### config.mk
export PLATFORM = sky130hd
export DESIGN_NAME = irq_priority_ctrl
export DESIGN_NICKNAME = d
export VERILOG_FILES = /design/src/rtl/irq_priority_ctrl.sv
export SDC_FILE = /design/constraint.sdc
export NUM_CORES = 1
export LEC_CHECK = 0
export BUFFER_PORTS_ARGS = -buffer_cell sky130_fd_sc_hd__buf_2
export CAP_MARGIN = 25
export CORE_MARGIN = 5
export CORE_UTILIZATION = 25
export CTS_CLUSTER_SIZE = 30
export DETAILED_ROUTE_END_ITERATION = 8
export PLACE_DENSITY = 0.55
export SLEW_MARGIN = 20
export SYNTH_ARGS = -nofsm -noshare
export SYNTH_HDL_FRONTEND = slang
export SYNTH_SLANG_ARGS = --single-unit
### constraint.sdc
create_clock -name clk -period 1.9 [get_ports clk]
set_input_delay 0.19 -clock clk [delete_from_list [all_inputs] [get_ports clk]]
set_output_delay 0.19 -clock clk [all_outputs]
set_load 0.02 [all_outputs]
### src/rtl/irq_priority_ctrl.sv
// Eight-source priority interrupt controller.
// Requests are captured into a pending register (edge or level sensitive),
// filtered by a mask register, and the highest-index eligible source is
// presented to the service side through a REQ -> SERVICE handshake.
module irq_priority_ctrl #(
    parameter int LEVEL = 0
) (
    input  logic       clk,
    input  logic       rst_n,
    input  logic [7:0] Data,
    input  logic       mask_we,
    input  logic [7:0] mask_in,
    output logic [7:0] mask,
    output logic [7:0] pending,
    output logic       irq,
    output logic [2:0] Code,
    input  logic       ack,
    input  logic       eoi,
    output logic       busy
);

    typedef enum logic [1:0] {
        S_IDLE    = 2'd0,
        S_REQ     = 2'd1,
        S_SERVICE = 2'd2
    } state_t;

    state_t     state_reg, state_next;
    logic [7:0] data_d_reg;
    logic [7:0] pending_reg, pending_next;
    logic [7:0] mask_reg;
    logic [2:0] code_reg, code_next;
    logic       irq_reg, busy_reg;

    logic [7:0] set_vec;
    logic [7:0] clr_vec;
    logic [7:0] eligible;
    logic [7:0] mask_eff;
    logic [2:0] winner;

    // A mask write in the same cycle already withdraws the request in REQ.
    assign mask_eff = mask_we ? mask_in : mask_reg;
    assign eligible = pending_reg & ~mask_reg;

    // Per-bit capture and update; a new set always beats a same-cycle clear.
    generate
        for (genvar gi = 0; gi < 8; gi++) begin : g_bit
            if (LEVEL != 0) begin : g_level
                assign set_vec[gi] = Data[gi];
            end else begin : g_edge
                assign set_vec[gi] = Data[gi] & ~data_d_reg[gi];
            end
            assign pending_next[gi] = set_vec[gi] | (pending_reg[gi] & ~clr_vec[gi]);
        end
    endgenerate

    // Priority encoder: ascending scan so the highest set index wins.
    always_comb begin
        winner = 3'd0;
        for (int i = 0; i < 8; i++) begin
            if (eligible[i]) begin
                winner = 3'(i);
            end
        end
    end

    // Next-state logic for the request/service handshake.
    always_comb begin
        state_next = state_reg;
        code_next  = code_reg;
        clr_vec    = 8'h00;
        case (state_reg)
            S_IDLE: begin
                if (|eligible) begin
                    state_next = S_REQ;
                    code_next  = winner;
                end
            end
            S_REQ: begin
                // Code is frozen here: later, higher-priority arrivals wait.
                if (ack) begin
                    state_next = S_SERVICE;
                    clr_vec    = 8'd1 << code_reg;
                end else if (mask_eff[code_reg]) begin
                    state_next = S_IDLE;
                end
            end
            S_SERVICE: begin
                if (eoi) begin
                    state_next = S_IDLE;
                end
            end
            default: begin
                state_next = S_IDLE;
            end
        endcase
    end

    // State, capture and output registers.
    always_ff @(posedge clk or negedge rst_n) begin
        if (!rst_n) begin
            state_reg   <= S_IDLE;
            code_reg    <= 3'd0;
            pending_reg <= 8'h00;
            data_d_reg  <= 8'h00;
            mask_reg    <= 8'hFF;
            irq_reg     <= 1'b0;
            busy_reg    <= 1'b0;
        end else begin
            state_reg   <= state_next;
            code_reg    <= code_next;
            pending_reg <= pending_next;
            data_d_reg  <= Data;
            if (mask_we) begin
                mask_reg <= mask_in;
            end
            irq_reg     <= (state_next == S_REQ);
            busy_reg    <= (state_next == S_SERVICE);
        end
    end

    assign mask    = mask_reg;
    assign pending = pending_reg;
    assign irq     = irq_reg;
    assign busy    = busy_reg;
    assign Code    = code_reg;

endmodule
# Word-level counts from Yosys, hierarchy flattened
# Index checks and enable logic that the tools add are counted.
word_totals:
  regBits: 31
  inputBits: 21
  elab_cells: 75
classes:
  magnitude_cmp: 1
  n_eq_ne: 4
  shift: 1
  n_mux: 17
  bitwise_logic: 42
  reduce_logical: 3
ops:
  columns: ["op", "count"]
  rows:
  - ["8-bit two-way mux", 3]
  - ["1-bit AND", 16]
  - ["1-bit inverter", 16]
  - ["3-bit two-way mux", 5]
  - ["2-bit two-way mux", 5]
  - ["8-bit AND", 1]
  - ["8-bit inverter", 1]
  - ["1-bit OR", 8]
  - ["8-bit OR reduction", 1]
  - ["1-bit by 3-bit left shift with 8-bit output (first input constant)", 1]
  - ["2-bit one-hot mux with 3 select lines", 1]
  - ["2-bit by 1-bit == test with 1-bit output (second input constant)", 2]
  - ["2-bit == test (second input constant)", 2]
  - ["3-bit by 4-bit less-than comparator with 1-bit output (second input constant)", 1]
  - ["1-bit binary-select mux with 3-bit select", 1]
  - ["2-bit zero test", 1]
  - ["1-bit two-way mux", 2]
  - ["2-bit AND reduction", 1]

# Logic depth before layout (Yosys ltp)
logic_depth:
  word_depth: 9
  depth_mapped: 5

# Worst setup path after synthesis
# No wires, ideal clock.
synth_timing:
  path_kind: "register to register"
  from: "reg mask_reg[4] (netlist: mask[4])"
  to: "reg irq_reg (netlist: irq)"
  setup_time_ns: 0.120
  arrival_time_ns: 1.452
  slack_ns: 0.327
  path_stages_with_launch: 5
  path_buffers: 0
  period_less_slack_ns: 1.573
  cell_sequence: "dfstp_2 -> and2b_4 -> nor4_4 -> a311oi_4 -> a41o_1"
synth_via:
  elab_chain_len: 7
  word_cells_on_any_way: 11
  cone_classes: "eq/ne: 1; mux: 7; bitwise: 2; reduce/logical: 1"
synth_lines:
  columns: ["item", "line_no", "text"]
  rows:
  - ["start, declared", "31", "logic [7:0] mask_reg;"]
  - ["start signal, assigned", "115", "mask_reg <= mask_in;"]
  - ["8-bit two-way mux", null, null]
  - ["1-bit binary-select mux with 3-bit select", "84", "end else if (mask_eff[code_reg]) begin"]
  - ["1-bit two-way mux (not written as such)", "84", null]
  - ["2-bit two-way mux", "84", null]
  - ["2-bit two-way mux", "81", "if (ack) begin"]
  - ["2-bit one-hot mux with 3 select lines *", "72", "case (state_reg)"]
  - ["2-bit by 1-bit == test with 1-bit output *", "117", "irq_reg <= (state_next == S_REQ);"]
  - ["end signal, assigned", "117", null]
  - ["end, declared", "33", "logic irq_reg, busy_reg;"]
# Mark *: on every way between the ends. The rest lies on a longest branch, timed or not. The select of a mux whose other input is x is not followed.
# A chain may end at the register's enable or synchronous reset.

# Worst setup path after layout
layout_timing:
  from: "reg mask_reg[4] (netlist: mask[4])"
  to: "reg code_reg[1] (netlist: Code[1])"
layout_via:
  elab_chain_len: 6
  word_cells_on_any_way: 8
  cone_classes: "mux: 4; bitwise: 2; reduce/logical: 2"
layout_lines:
  columns: ["item", "line_no", "text"]
  rows:
  - ["8-bit inverter *", "43", "assign eligible = pending_reg & ~mask_reg;"]
  - ["8-bit AND *", "43", null]
  - ["3-bit two-way mux (4 in series)", "61", "if (eligible[i]) begin"]
  - ["end signal, assigned", "111", "code_reg <= code_next;"]
  - ["end, declared", "32", "logic [2:0] code_reg, code_next;"]
# Mark *: on every way between the ends. The rest lies on a longest branch, timed or not.

==> qor.csv <==
metric;value;unit
total global-route track usage;0.101;
chip height;85.1;um
FP Rows;27;
Clock Root Buffer;clkbuf_8;
critical path arrival;1.79;ns
area of the die;7240;um^2
DR WL met2;1630;um
Final Hold Viols;0;
cells along the critical path;and2b_4 -> nor4_4 -> a311oi_4 -> o311ai_1 -> o21a_1;
synthesized net count;135;
Synth Area in XOR/XNOR;0;
worst stage delay on the critical path;0.55;ns
multi-input logic area;567;um^2
mux contribution to synthesized area;0.119;
port bufs;41;
Synth Area in Adders;0;
Mapped Cells;114;
Sum Neg Setup Slack;0;ns
Critical-path top delay cell;dfstp_2;
CTS tree;done;
fin. max-slew vios;0;
Startpoint Class;flip-flop;
Met3 Wirelength;216;um
vias;1033;
fin area;1810;um^2
vias in the first global route;1134;
largest net degree at the start of global routing;32;
Fmax;640;MHz
drt wl/cell;14.3;um
critical path fanouts, max;7;
setup violators final;0;
Die X;85.1;um
final net count;183;
drt total wl;3370;um
Max Cap Violations;0;
Lkg Pwr;0.799;nW
layout cells sized above 1;0.479;
HP Class;in2reg;
run status;finished clean;
final clock skew;0.00656;ns
drt initial violations;51;
RSZ-0062 raised after global routing;no;
Mean Syn Cell Area;12.4;um^2
dpl cell area;1700;um^2
Fin Hold WS;0.0260;ns
sequential element share of the synthesized area;0.558;
Skew-Pair Late Insertion Delay;0.28;ns
number of diodes;0;
Final Critical Period;1.56;ns
main combinational cell family by area after synthesis;simple AND/OR/NAND/NOR gates;
Reg area;786;um^2
H-Tree Level Count;2;
Clk pin slew, worst setup/hold paths;0.07;ns
library cells used by synthesis;32;
Post-Route M1 WL;1480;um
I/O pins;42;
initial antenna violation count;0;
# hold bufs at CTS;1;
Top Layer Used;met4;
Pwr Density;1310;nW/um^2
Pwr Total;2.37;mW
period utilization;0.822;
total CTS buffers;5;
DR DRC count;0;
Final ANT Viol Nets;0;
# clock sinks;31;
synthesized area;1410;um^2
Rel. slew slack;0.539;
GPL Wtd Cong;0.692;
worst path bufs/invs;0;
core area;5510;um^2
global-route wire length before repair;5720;um
Yosys warnings;0;
Setup WS pre-CTS;0.349;ns
HPWL after detailed placement;2550;um
post-synthesis simple-gate area fraction;0.143;
Req. time, crit path;2.13;ns
Seq cells post-synth;31;
DR pass1 iterations;4;
worst-case clock buffer depth;2;
vias per std cell;4.40;
initial core utilization;0.256;
Post-CTS Resized;0;
PnR worst setup slack;0.338;ns
CP Capture Type;flip-flop;
worst-margin pin slew;0.692;ns
IR Drop Worst-Case VDD;472;uV
area grow syn2layout;28.5;%
critical path class;reg2reg;
Compound-Gate Fraction of Synth Area;0.140;
number of post-CTS setup repair buffers;0;
total grt overflow;0;
fillers;577;
cell family with most CP delay;flip-flops;
cell usage after synthesis (all sizes together):
master,count,area share
o21a,1,0.0053
nor4,1,0.015
o21ai,15,0.053
nand2b,4,0.023
inv,10,0.027
mux2,8,0.064
o31ai,2,0.011
mux4,3,0.048
buf,3,0.013
nor2b,5,0.026
or2b,1,0.0053
nand3b,2,0.011
o21bai,1,0.0053
a311oi,1,0.019
o311ai,1,0.0062
a21oi,4,0.014
and2b,2,0.013
a41o,2,0.014
mux2i,1,0.0071
dfrtp,23,0.41
nor2,4,0.011
nor4b,1,0.011
o41ai,1,0.0062
nand3,3,0.011
o32ai,1,0.0062
or2,1,0.0044
dfstp,8,0.15
nand2,5,0.013
through the flow:
step            util  std cells
3_5_place_dp   0.309        226
5_1_grt        0.329        235
4_1_cts        0.329        235
3_3_place_gp   0.309        226
2_1_floorplan      -        114
6_report       0.329        235
area by class of cell:
cell class | instances | share of cell area
clock buffers | 8 | 0.0553
inverters | 10 | 0.0207
multi-input cells | 70 | 0.313
well taps | 72 | 0.0498
repair buffers | 44 | 0.127
flip-flops and latches | 31 | 0.434
routing by layer:
metal / global-route usage / vias to the layer above
met5: 0 / -
met1: 0.123 / 503
met2: 0.161 / 28
met3: 0.0456 / 5
met4: 0.0302 / 0
li1: - / 497
placed cells by master (no fill, tap or decap), drive strengths merged, types with 2 or more instances in the layout:
master  synthesis  routed
buf             3      43
a21oi           4       4
inv            10      10
dfrtp          23      23
nand2           5       5
mux4            3       3
dfstp           8       8
nand2b          4       4
clkbuf          0       8
nand3           3       3
nor2b           5       5
mux2            8       8
o21ai          15      15
nand3b          2       2
nor2            4       4
o31ai           2       2
a41o            2       2
and2b           2       2
path summary, 6_finish.rpt:
check	to	startpoint	slack, ns	depth (start not counted)
worst max-delay path	Code[1]	mask[4]	0.34	5
worst min-delay path	data_d_reg[7]	Data[7]	0.03	1
worst max register to register	Code[1]	mask[4]	0.34	5
worst min register to register	pending[5]	data_d_reg[5]	0.41	1
max in group asynchronous	pending[2]	rst_n	0.97	2
min in group asynchronous	busy	rst_n	0.48	2
kinds of logic (layout without fill, tap and decap cells):
kind of cell / after synthesis / after routing
flops: 31 / 31
compound gates: 29 / 29
simple gates: 29 / 29
buf+inv: 13 / 62
mux: 12 / 12
report_power, final:
| group | leakage [nW] | switching [mW] | total, mW | internal [mW] |
|---|---|---|---|---|
| clock | 0.0515 | 0.238 | 0.568 | 0.330 |
| sequential | 0.332 | 0.162 | 0.975 | 0.813 |
| combinational | 0.415 | 0.459 | 0.829 | 0.370 |
| total | 0.799 | 0.859 | 2.37 | 1.51 |
No activity file was read; power rests on OpenSTA's default activity.
